$ cat config.mk
export PLATFORM = sky130hd
export DESIGN_NAME = html_char_streamer_flat
export DESIGN_NICKNAME = d
export VERILOG_FILES = /design/src/rtl/html_char_streamer_pkg.sv /design/src/rtl/html_char_streamer_if.sv /design/src/rtl/html_ws_classifier.sv /design/src/rtl/html_char_streamer.sv /design/src/flat_wrapper.sv
export SDC_FILE = /design/constraint.sdc
export NUM_CORES = 1
export LEC_CHECK = 0
export CORE_MARGIN = 3
export CORE_UTILIZATION = 54
export CTS_CLUSTER_SIZE = 14
export DETAILED_ROUTE_END_ITERATION = 7
export PLACE_DENSITY = 0.85
export RECOVER_POWER = 50
export SLEW_MARGIN = 0
export SYNTH_ARGS = -nofsm -noshare
export SYNTH_HDL_FRONTEND = slang
export SYNTH_SLANG_ARGS = --single-unit
export TNS_END_PERCENT = 100
$ cat constraint.sdc
create_clock -name clock -period 4.15 [get_ports clock]
set_input_delay 1.245 -clock clock [delete_from_list [all_inputs] [get_ports clock]]
set_output_delay 1.245 -clock clock [all_outputs]
set_load 0.01 [all_outputs]
$ cat src/rtl/html_char_streamer_pkg.sv
// Shared constants and state encoding for the HTML character streamer
// and the parsers that consume its output.
package html_char_streamer_pkg;

    localparam int CHAR_WIDTH_DEF = 8;

    localparam logic [7:0] ASCII_NUL   = 8'h00;
    localparam logic [7:0] ASCII_SPACE = 8'h20;
    localparam logic [7:0] ASCII_TAB   = 8'h09;
    localparam logic [7:0] ASCII_LF    = 8'h0A;
    localparam logic [7:0] ASCII_CR    = 8'h0D;
    localparam logic [7:0] ASCII_LT    = 8'h3C;
    localparam logic [7:0] ASCII_GT    = 8'h3E;

    typedef enum logic [2:0] {
        ST_IDLE    = 3'd0,
        ST_READ    = 3'd1,
        ST_EVAL    = 3'd2,
        ST_PRESENT = 3'd3,
        ST_DONE    = 3'd4
    } state_e;

endpackage

$ cat src/rtl/html_char_streamer_if.sv
// Character stream handshake between the streamer and the parser.
interface html_char_streamer_if #(
    parameter int CHAR_WIDTH = 8
);
    logic [CHAR_WIDTH-1:0] char;
    logic                  char_valid;
    logic                  char_ack;

    modport master (
        output char,
        output char_valid,
        input  char_ack
    );

    modport slave (
        input  char,
        input  char_valid,
        output char_ack
    );
endinterface

$ cat src/rtl/html_ws_classifier.sv
// Combinational byte classifier: NUL detect, whitespace collapse decision
// and normalised output character.
module html_ws_classifier
    import html_char_streamer_pkg::*;
#(
    parameter int CHAR_WIDTH  = CHAR_WIDTH_DEF,
    parameter int COLLAPSE_WS = 1
) (
    input  logic [CHAR_WIDTH-1:0] in_byte,
    input  logic                  prev_ws,
    output logic                  is_nul,
    output logic                  is_ws,
    output logic                  skip,
    output logic [CHAR_WIDTH-1:0] out_char
);

    localparam logic COLLAPSE = (COLLAPSE_WS != 0);

    always_comb begin
        is_nul   = (in_byte == CHAR_WIDTH'(ASCII_NUL));
        is_ws    = (in_byte == CHAR_WIDTH'(ASCII_SPACE))
                || (in_byte == CHAR_WIDTH'(ASCII_TAB))
                || (in_byte == CHAR_WIDTH'(ASCII_LF))
                || (in_byte == CHAR_WIDTH'(ASCII_CR));
        skip     = COLLAPSE && is_ws && prev_ws;
        out_char = (COLLAPSE && is_ws) ? CHAR_WIDTH'(ASCII_SPACE) : in_byte;
    end

endmodule

$ cat src/rtl/html_char_streamer.sv
// Streams a NUL-terminated HTML document out of a synchronous ROM,
// one normalised character per valid/ack handshake.
module html_char_streamer
    import html_char_streamer_pkg::*;
#(
    parameter int ADDR_WIDTH  = 12,
    parameter int CHAR_WIDTH  = CHAR_WIDTH_DEF,
    parameter int COLLAPSE_WS = 1
) (
    input  logic                  clock,
    input  logic                  resetn,
    input  logic                  start,
    output logic [ADDR_WIDTH-1:0] rom_addr,
    input  logic [CHAR_WIDTH-1:0] rom_data,
    html_char_streamer_if.master  cs,
    output logic                  busy,
    output logic                  done,
    output logic [ADDR_WIDTH:0]   char_count
);

    localparam logic [ADDR_WIDTH-1:0] ADDR_ONE = {{(ADDR_WIDTH-1){1'b0}}, 1'b1};
    localparam logic [ADDR_WIDTH:0]   CNT_ONE  = {{ADDR_WIDTH{1'b0}}, 1'b1};

    state_e                state_q, state_d;
    logic [ADDR_WIDTH-1:0] rom_addr_q, rom_addr_d;
    logic [CHAR_WIDTH-1:0] char_q, char_d;
    logic                  prev_ws_q, prev_ws_d;
    logic                  busy_q, busy_d;
    logic                  done_q, done_d;
    logic [ADDR_WIDTH:0]   count_q, count_d;
    logic                  advance;

    logic                  ws_is_nul;
    logic                  ws_is_ws;
    logic                  ws_skip;
    logic [CHAR_WIDTH-1:0] ws_char;

    html_ws_classifier #(
        .CHAR_WIDTH  (CHAR_WIDTH),
        .COLLAPSE_WS (COLLAPSE_WS)
    ) u_ws (
        .in_byte  (rom_data),
        .prev_ws  (prev_ws_q),
        .is_nul   (ws_is_nul),
        .is_ws    (ws_is_ws),
        .skip     (ws_skip),
        .out_char (ws_char)
    );

    always_comb begin
        state_d    = state_q;
        rom_addr_d = rom_addr_q;
        char_d     = char_q;
        prev_ws_d  = prev_ws_q;
        busy_d     = busy_q;
        done_d     = done_q;
        count_d    = count_q;
        advance    = 1'b0;

        unique case (state_q)
            ST_IDLE, ST_DONE: begin
                if (start) begin
                    rom_addr_d = '0;
                    count_d    = '0;
                    prev_ws_d  = 1'b1;
                    done_d     = 1'b0;
                    busy_d     = 1'b1;
                    state_d    = ST_READ;
                end
            end
            ST_READ: state_d = ST_EVAL;
            ST_EVAL: begin
                if (ws_is_nul) begin
                    busy_d  = 1'b0;
                    done_d  = 1'b1;
                    state_d = ST_DONE;
                end else if (ws_skip) begin
                    advance = 1'b1;
                end else begin
                    char_d    = ws_char;
                    prev_ws_d = ws_is_ws;
                    state_d   = ST_PRESENT;
                end
            end
            ST_PRESENT: begin
                if (cs.char_ack) begin
                    count_d = count_q + CNT_ONE;
                    advance = 1'b1;
                end
            end
            default: state_d = ST_IDLE;
        endcase

        // The last ROM byte ends the document instead of wrapping to 0.
        if (advance) begin
            if (rom_addr_q == {ADDR_WIDTH{1'b1}}) begin
                busy_d  = 1'b0;
                done_d  = 1'b1;
                state_d = ST_DONE;
            end else begin
                rom_addr_d = rom_addr_q + ADDR_ONE;
                state_d    = ST_READ;
            end
        end
    end

    always_ff @(posedge clock or negedge resetn) begin
        if (!resetn) begin
            state_q    <= ST_IDLE;
            rom_addr_q <= '0;
            char_q     <= '0;
            prev_ws_q  <= 1'b1;
            busy_q     <= 1'b0;
            done_q     <= 1'b0;
            count_q    <= '0;
        end else begin
            state_q    <= state_d;
            rom_addr_q <= rom_addr_d;
            char_q     <= char_d;
            prev_ws_q  <= prev_ws_d;
            busy_q     <= busy_d;
            done_q     <= done_d;
            count_q    <= count_d;
        end
    end

    assign rom_addr      = rom_addr_q;
    assign cs.char       = char_q;
    assign cs.char_valid = (state_q == ST_PRESENT);
    assign busy          = busy_q;
    assign done          = done_q;
    assign char_count    = count_q;

endmodule

$ cat src/flat_wrapper.sv
// flat-port wrapper written by rule: the top's interface ports become plain ports
module html_char_streamer_flat import html_char_streamer_pkg::*;
#(
    parameter int ADDR_WIDTH  = 12,
    parameter int CHAR_WIDTH  = CHAR_WIDTH_DEF,
    parameter int COLLAPSE_WS = 1
)
  (clock, resetn, start, rom_addr, rom_data, busy, done, char_count, cs_char, cs_char_valid, cs_char_ack);
  html_char_streamer_if #(.CHAR_WIDTH(CHAR_WIDTH)) cs_i ();
  input  logic clock;
  input  logic resetn;
  input  logic start;
  output logic [ADDR_WIDTH-1:0] rom_addr;
  input  logic [CHAR_WIDTH-1:0] rom_data;
  output logic busy;
  output logic done;
  output logic [ADDR_WIDTH:0] char_count;
  output wire logic [$bits(cs_i.char)-1:0] cs_char;
  output wire logic [$bits(cs_i.char_valid)-1:0] cs_char_valid;
  input wire logic [$bits(cs_i.char_ack)-1:0] cs_char_ack;
  assign cs_char = cs_i.char;
  assign cs_char_valid = cs_i.char_valid;
  assign cs_i.char_ack = cs_char_ack;
  html_char_streamer #(.ADDR_WIDTH(ADDR_WIDTH), .CHAR_WIDTH(CHAR_WIDTH), .COLLAPSE_WS(COLLAPSE_WS)) u_core (.clock(clock), .resetn(resetn), .start(start), .rom_addr(rom_addr), .rom_data(rom_data), .cs(cs_i), .busy(busy), .done(done), .char_count(char_count));
endmodule
==> impl_metrics.env, run 1 <==
export IMPL_postCtsHoldBufs=0
export IMPL_area_growth_pct=28.7
export IMPL_htree_levels=2
export IMPL_cp_arrival_ns=3.35
export IMPL_drt_total_wl_um=4720
export IMPL_die_w_um=68.2
export IMPL_synth_async_reset_ratio_pct=100
export IMPL_fp_coreArea_um2=3520
export IMPL_ant_nets=0
export IMPL_use_met3_pct=5.75
export IMPL_grt_max_degree=40
export IMPL_cts_setup_buffers=0
export IMPL_top_usage_layer="met2"
export IMPL_grt_util_met2_pct=36.7
export IMPL_cts_made_buffers=5
export IMPL_p_per_area_nw_per_um2=541
export IMPL_syn_nets=238
export IMPL_cap_violations=1
export IMPL_use_met1_pct=30.1
export IMPL_cts_tree="yes"
export IMPL_status="finished with violations"
export IMPL_tns_ns=0
export IMPL_p_leak_nw=1.19
export IMPL_cp_required_ns=4.30
export IMPL_hold_viol=0
export IMPL_worstSetupPathType="in -> reg"
export IMPL_synthCells=224
export IMPL_ys_flop_type="dfrtp_1"
export IMPL_clk_pin_slew_ns=0.08
export IMPL_io_pins=48
export IMPL_final_nets=284
export IMPL_place_hpwl_um=3310
export IMPL_vdd_drop_max_v=0.000361
export IMPL_grt_usage_pct=22.8
export IMPL_place_congestion=0.796
export IMPL_violations="capacitance limit, slew limit"
export IMPL_ys_seq_elements=39
export IMPL_rsz0062_at_grt="no"
export IMPL_drt_iter0_markers=124
export IMPL_drc=0
export IMPL_wl_per_cell_um=14.9
export IMPL_grt_antenna_before_repair=0
export IMPL_synth_distinct_cells=41
export IMPL_yosysWarnings=0
export IMPL_dp_cells=309
export IMPL_cts_root_buf="clkbuf_8"
export IMPL_clk_latency_ns=0.29
export IMPL_slew_headroom_pct=-35.0
export IMPL_worst_pin_slew_ns=2.02
export IMPL_rows=21
export IMPL_start_kind="input pin"
export IMPL_avgSynthCellArea_um2=9.32
export IMPL_cts_buffer_depth=2
export IMPL_grt_pass1_vias=1749
export IMPL_syn_cell_area_um2=2090
export IMPL_viasPerCell=5.83
export IMPL_io_buffers=47
export IMPL_drive_above_1_share_pct=6.64
export IMPL_fin_cells=317
export IMPL_seq_area_frac_synth_pct=46.8
export IMPL_ctsResizeCount=0
export IMPL_n_antenna_cell=0
export IMPL_grt_ovfl_total=0
export IMPL_drt_pre_antenna_iters=4
export IMPL_dieArea_um2=4650
export IMPL_setup_violations=0
export IMPL_crit_fanout=16
export IMPL_numClockSinks=39
export IMPL_fin_skew_ns=0.00650
export IMPL_min_period_ns=3.19
export IMPL_grt_pass1_wl_um=8030
export IMPL_setup_worst_path_end_class="flop"
export IMPL_initial_core_util_pct=59.3
export IMPL_vias=1849
export IMPL_timing_fmax_mhz=313
export IMPL_maxSlewViolCount=40
export IMPL_fp_dieH_um=68.2
export IMPL_synth_edff_count=0
export IMPL_hp_class="reg -> reg"
export IMPL_finalCritPeriodShare_pct=77.0
-- per-layer routing --
| layer | part of all wire [%] | vias up |
|---|---|---|
| met3 | 5.1 | 5 |
| met2 | 49 | 55 |
| met5 | 0 | - |
| met1 | 45 | 900 |
| met4 | 0.97 | 0 |
| li1 | - | 889 |
-- cell usage in the layout, fill, tap and decap left out, types with 2 or more instances in the layout --
cell type         n
a31oi_1           8
clkbuf_8          6
ha_1              2
mux2i_1           7
a31o_2            2
xor2_1            8
o21a_1            2
dlygate4sd3_1    16
nand4_1           5
nor3_1            7
xnor2_1           5
and4_1            2
a21oi_1          11
and3_1            6
nand3_1          18
clkdlybuf4s50_1  30
nand4b_1          2
nor2_1           22
o21ai_0           4
a32o_1            2
nor2_2            2
nand2_1          23
dfrtp_1          38
nor3b_1           2
a211oi_1          2
inv_1            11
o21ai_1           7
or3_1             2
-- power by group --
part / leakage, nW / total, W / switching [W] / internal (W)
Sequential: 0.501 / 0.000592 / 0.000107 / 0.000485
Clock: 0.0612 / 0.000326 / 0.000131 / 0.000194
Combinational: 0.628 / 0.000537 / 0.000268 / 0.000269
Total: 1.19 / 0.00145 / 0.000506 / 0.000948
-- stage by stage --
stage                     utilization (%)  cell area, um^2  total power, W  hold WS, ns  setup WS, ns
after floorplan                         -             2090        0.000880        0.501          1.58
after global placement               73.0             2570         0.00113        0.480         0.789
after detailed placement             73.0             2570         0.00115        0.470         0.716
after CTS                            76.4             2690         0.00148        0.500          1.01
after global routing                 76.3             2690         0.00155        0.527         0.794
final                                76.3             2690         0.00145        0.487         0.956
-- layout make-up --
type	instances	area, um^2
Multi-Input combinational cell	165	1020
Tap cell	46	57.6
Inverter	11	41.3
Timing Repair Buffer	48	472
Sequential cell	39	977
Clock inverter	2	35.0
Clock buffer	6	82.6
Fill cell	262	833
-- worst paths after layout --
path                                                    start                                 to  slack [ns]  cells past startpoint
min in group asynchronous                              resetn       u_core.rom_addr[3]$_DFF_PN0_        1.53                      1
worst max register to register  u_core.state_q[1]$_DFFE_PN0P_  u_core.char_count[10]$_DFFE_PN0P_        1.97                      5
max in group asynchronous                              resetn   u_core.char_count[7]$_DFFE_PN0P_        1.47                      1
worst min register to register          u_core.done$_DFF_PN0_              u_core.done$_DFF_PN0_        0.49                      2
worst min-delay path                    u_core.done$_DFF_PN0_              u_core.done$_DFF_PN0_        0.49                      2
worst max-delay path                                    start  u_core.char_count[10]$_DFFE_PN0P_        0.96                      6
-- state kept, by name, indices dropped and copies added, names as in the netlist --
signal             count
u_core.busy            1
u_core.char_count     13
u_core.cs.char         8
u_core.done            1
u_core.prev_ws_q       1
u_core.rom_addr       12
u_core.state_q         3
-- kinds of logic (layout without fill, tap and decap cells) --
group,after synthesis,after routing,synth area share [%]
DFF,39,39,46.8
muxes,7,7,3.36
adders and majority gates,2,2,1.20
buffers and inverters,20,67,4.49
AOI/OAI and AO/OA,43,43,14.1
and+or+nand+nor,100,100,24.6
xor gates and xnor gates,13,13,5.45
-- worst max-delay path, stage by stage --
cell           delay [ns]
dlygate4sd3_1        0.57
or3b_1               0.63
a2111oi_4            0.52
nand3_1              0.15
xor2_1               0.19
nor2_2               0.04
-- synthesized netlist by cell type, types with 6 or more instances --
| cell | number | area [um^2] |
|---|---|---|
| clkbuf_1 | 6 | 22.5 |
| nand2_1 | 23 | 86.3 |
| a31oi_1 | 8 | 50.1 |
| nand3_1 | 18 | 90.1 |
| nor2_1 | 22 | 82.6 |
| o21ai_1 | 7 | 35.0 |
| and3_1 | 6 | 37.5 |
| nor3_1 | 7 | 35.0 |
| inv_1 | 11 | 41.3 |
| xor2_1 | 8 | 70.1 |
| a21oi_1 | 11 | 55.1 |
| dfrtp_1 | 38 | 951 |
| mux2i_1 | 7 | 70.1 |
No activity file was read; power rests on OpenSTA's default activity.
==> run 2, diff against run 1 <==
- CORE_UTILIZATION: 54 -> 45
- PLACE_DENSITY: 0.85 -> 0.76
- clock period: 4.15 -> 2.6 ns (I/O delays scaled with it)
==> run 2 against run 1 <==
  * Combinational power up 67%
  * Final area up 4.5%
  * Count of clock-buffer cells in the layout unchanged
  * Sequential share of layout area down 1.6 points
  * Register-to-register slack worse by 1.4 ns
  * The run now ends clean
  * Wire length up 3.5%
  * Clock power up 62%
  * Sequential cell count unchanged
  * Via count up 1.4%
  * Total power up 63%
  * Critical path depth down 3
==> impl_metrics.env, run 2 (same netlist as run 1, synthesis figures left out) <==
export IMPL_setup_worst_path_end_class="primary output"
export IMPL_timing_fmax_mhz=401
export IMPL_finalCritPeriodShare_pct=95.8
export IMPL_grt_pass1_vias=1851
export IMPL_ant_nets=0
export IMPL_io_buffers=47
export IMPL_dieArea_um2=5490
export IMPL_cp_arrival_ns=1.71
export IMPL_htree_levels=2
export IMPL_status="finished clean"
export IMPL_die_w_um=74.1
export IMPL_drive_above_1_share_pct=10.8
export IMPL_fin_skew_ns=0.00426
export IMPL_place_hpwl_um=3570
export IMPL_drt_total_wl_um=4880
export IMPL_maxSlewViolCount=0
export IMPL_crit_fanout=8
export IMPL_worst_pin_slew_ns=1.38
export IMPL_drt_pre_antenna_iters=6
export IMPL_fp_coreArea_um2=4410
export IMPL_area_growth_pct=34.5
export IMPL_crit_buf_inv=2
export IMPL_io_pins=48
export IMPL_worstSetupPathType="reg -> out"
export IMPL_layout_common_cells="dfrtp_1 (38), clkdlybuf4s50_1 (31), nand2_1 (23)"
export IMPL_grt_max_degree=27
export IMPL_start_kind="flop"
export IMPL_setup_violations=0
export IMPL_p_leak_nw=1.25
export IMPL_vias=1875
export IMPL_grt_usage_pct=19.2
export IMPL_ctsResizeCount=0
export IMPL_hold_viol=0
export IMPL_hp_class="reg -> reg"
export IMPL_n_antenna_cell=0
export IMPL_grt_antenna_before_repair=0
export IMPL_rsz0062_at_grt="no"
export IMPL_crit_chain="inv_1, nor3b_1, clkdlybuf4s50_1"
export IMPL_fp_dieH_um=74.1
export IMPL_viasPerCell=5.51
export IMPL_p_per_area_nw_per_um2=843
export IMPL_numClockSinks=39
export IMPL_cp_required_ns=1.82
export IMPL_place_congestion=0.800
export IMPL_initial_core_util_pct=47.3
export IMPL_clk_pin_slew_ns=0.08
export IMPL_rrSetupSlack_ns=0.60
export IMPL_grt_pass1_wl_um=8270
export IMPL_cp_slowest_stage_delay_ns=0.59
export IMPL_grt_ovfl_total=0
export IMPL_postCtsHoldBufs=0
export IMPL_largest_register_ffs=13
export IMPL_tns_ns=0
export IMPL_vdd_drop_max_v=0.000549
export IMPL_drt_iter0_markers=104
export IMPL_cts_tree="yes"
export IMPL_layout_commonest_cell="dfrtp_1"
export IMPL_rows=24
export IMPL_cts_made_buffers=5
export IMPL_cap_violations=0
export IMPL_slew_headroom_pct=7.78
export IMPL_crit_family="buffers and inverters"
export IMPL_drc=0
export IMPL_total_power_w=0.00237
export IMPL_wl_per_cell_um=14.4
export IMPL_min_period_ns=2.49
export IMPL_clk_latency_ns=0.30
export IMPL_slowest_stage="clkdlybuf4s50_1"
export IMPL_cts_root_buf="clkbuf_8"
export IMPL_cts_buffer_depth=2
export IMPL_final_nets=301
export IMPL_cts_setup_buffers=0
## run 2: through the flow
| stage | worst slack [ns] | hold slack [ns] | instance area, um^2 | util, % | cells |
|---|---|---|---|---|---|
| 6_report | 0.108 | 0.488 | 2810 | 63.6 | 340 |
| 4_1_cts | 0.131 | 0.501 | 2820 | 64.0 | 340 |
| 2_1_floorplan | 0.495 | 0.484 | 2090 | - | 224 |
| 3_3_place_gp | -0.0556 | 0.477 | 2710 | 61.3 | 332 |
| 3_5_place_dp | -0.0726 | 0.483 | 2710 | 61.3 | 332 |
| 5_1_grt | 0.0772 | 0.527 | 2810 | 63.6 | 340 |
## run 2: worst register-to-register path: cells and delay by family, from the launching register on
kind          cells  cell delay [ns]
buf+inv           1             0.14
simple gates      3             0.99
fa+ha+maj         1             0.21
mux               1             0.17
flops             1             0.41
## run 2: final timing paths
| path | start | to | cells after the start |
|---|---|---|---|
| min in group asynchronous | resetn | u_core.rom_addr[9]$_DFF_PN0_ | 1 |
| worst min-delay path | u_core.done$_DFF_PN0_ | u_core.done$_DFF_PN0_ | 2 |
| worst max-delay path | u_core.state_q[0]$_DFFE_PN0P_ | cs_char_valid | 3 |
| worst min register to register | u_core.done$_DFF_PN0_ | u_core.done$_DFF_PN0_ | 2 |
| max in group asynchronous | resetn | u_core.done$_DFF_PN0_ | 2 |
| worst max register to register | u_core.rom_addr[0]$_DFF_PN0_ | u_core.rom_addr[1]$_DFF_PN0_ | 6 |
## run 2: cell type report
class | instances | area, um^2
well taps | 52 | 65.1
inverters | 11 | 41.3
clock buffers | 6 | 82.6
multi-input cells | 165 | 1020
fillers | 381 | 1610
repair buffers | 65 | 584
clock inverters | 2 | 35.0
flip-flops and latches | 39 | 977
## run 2: power breakdown
group	internal (W)	switching (W)	total [W]	leakage, nW
Combinational	0.000466	0.000429	0.000896	0.692
Sequential	0.000774	0.000169	0.000943	0.501
Clock	0.000311	0.000219	0.000529	0.0612
## run 2: metal layers
layer  global-route usage, %  up-vias  part of all wire (%)
met1                    24.9      904                    46
met3                    5.14        4                   5.3
met5                       0        -                     0
met4                    6.64        0                  0.55
li1                        -      921                     -
met2                    31.2       46                    48
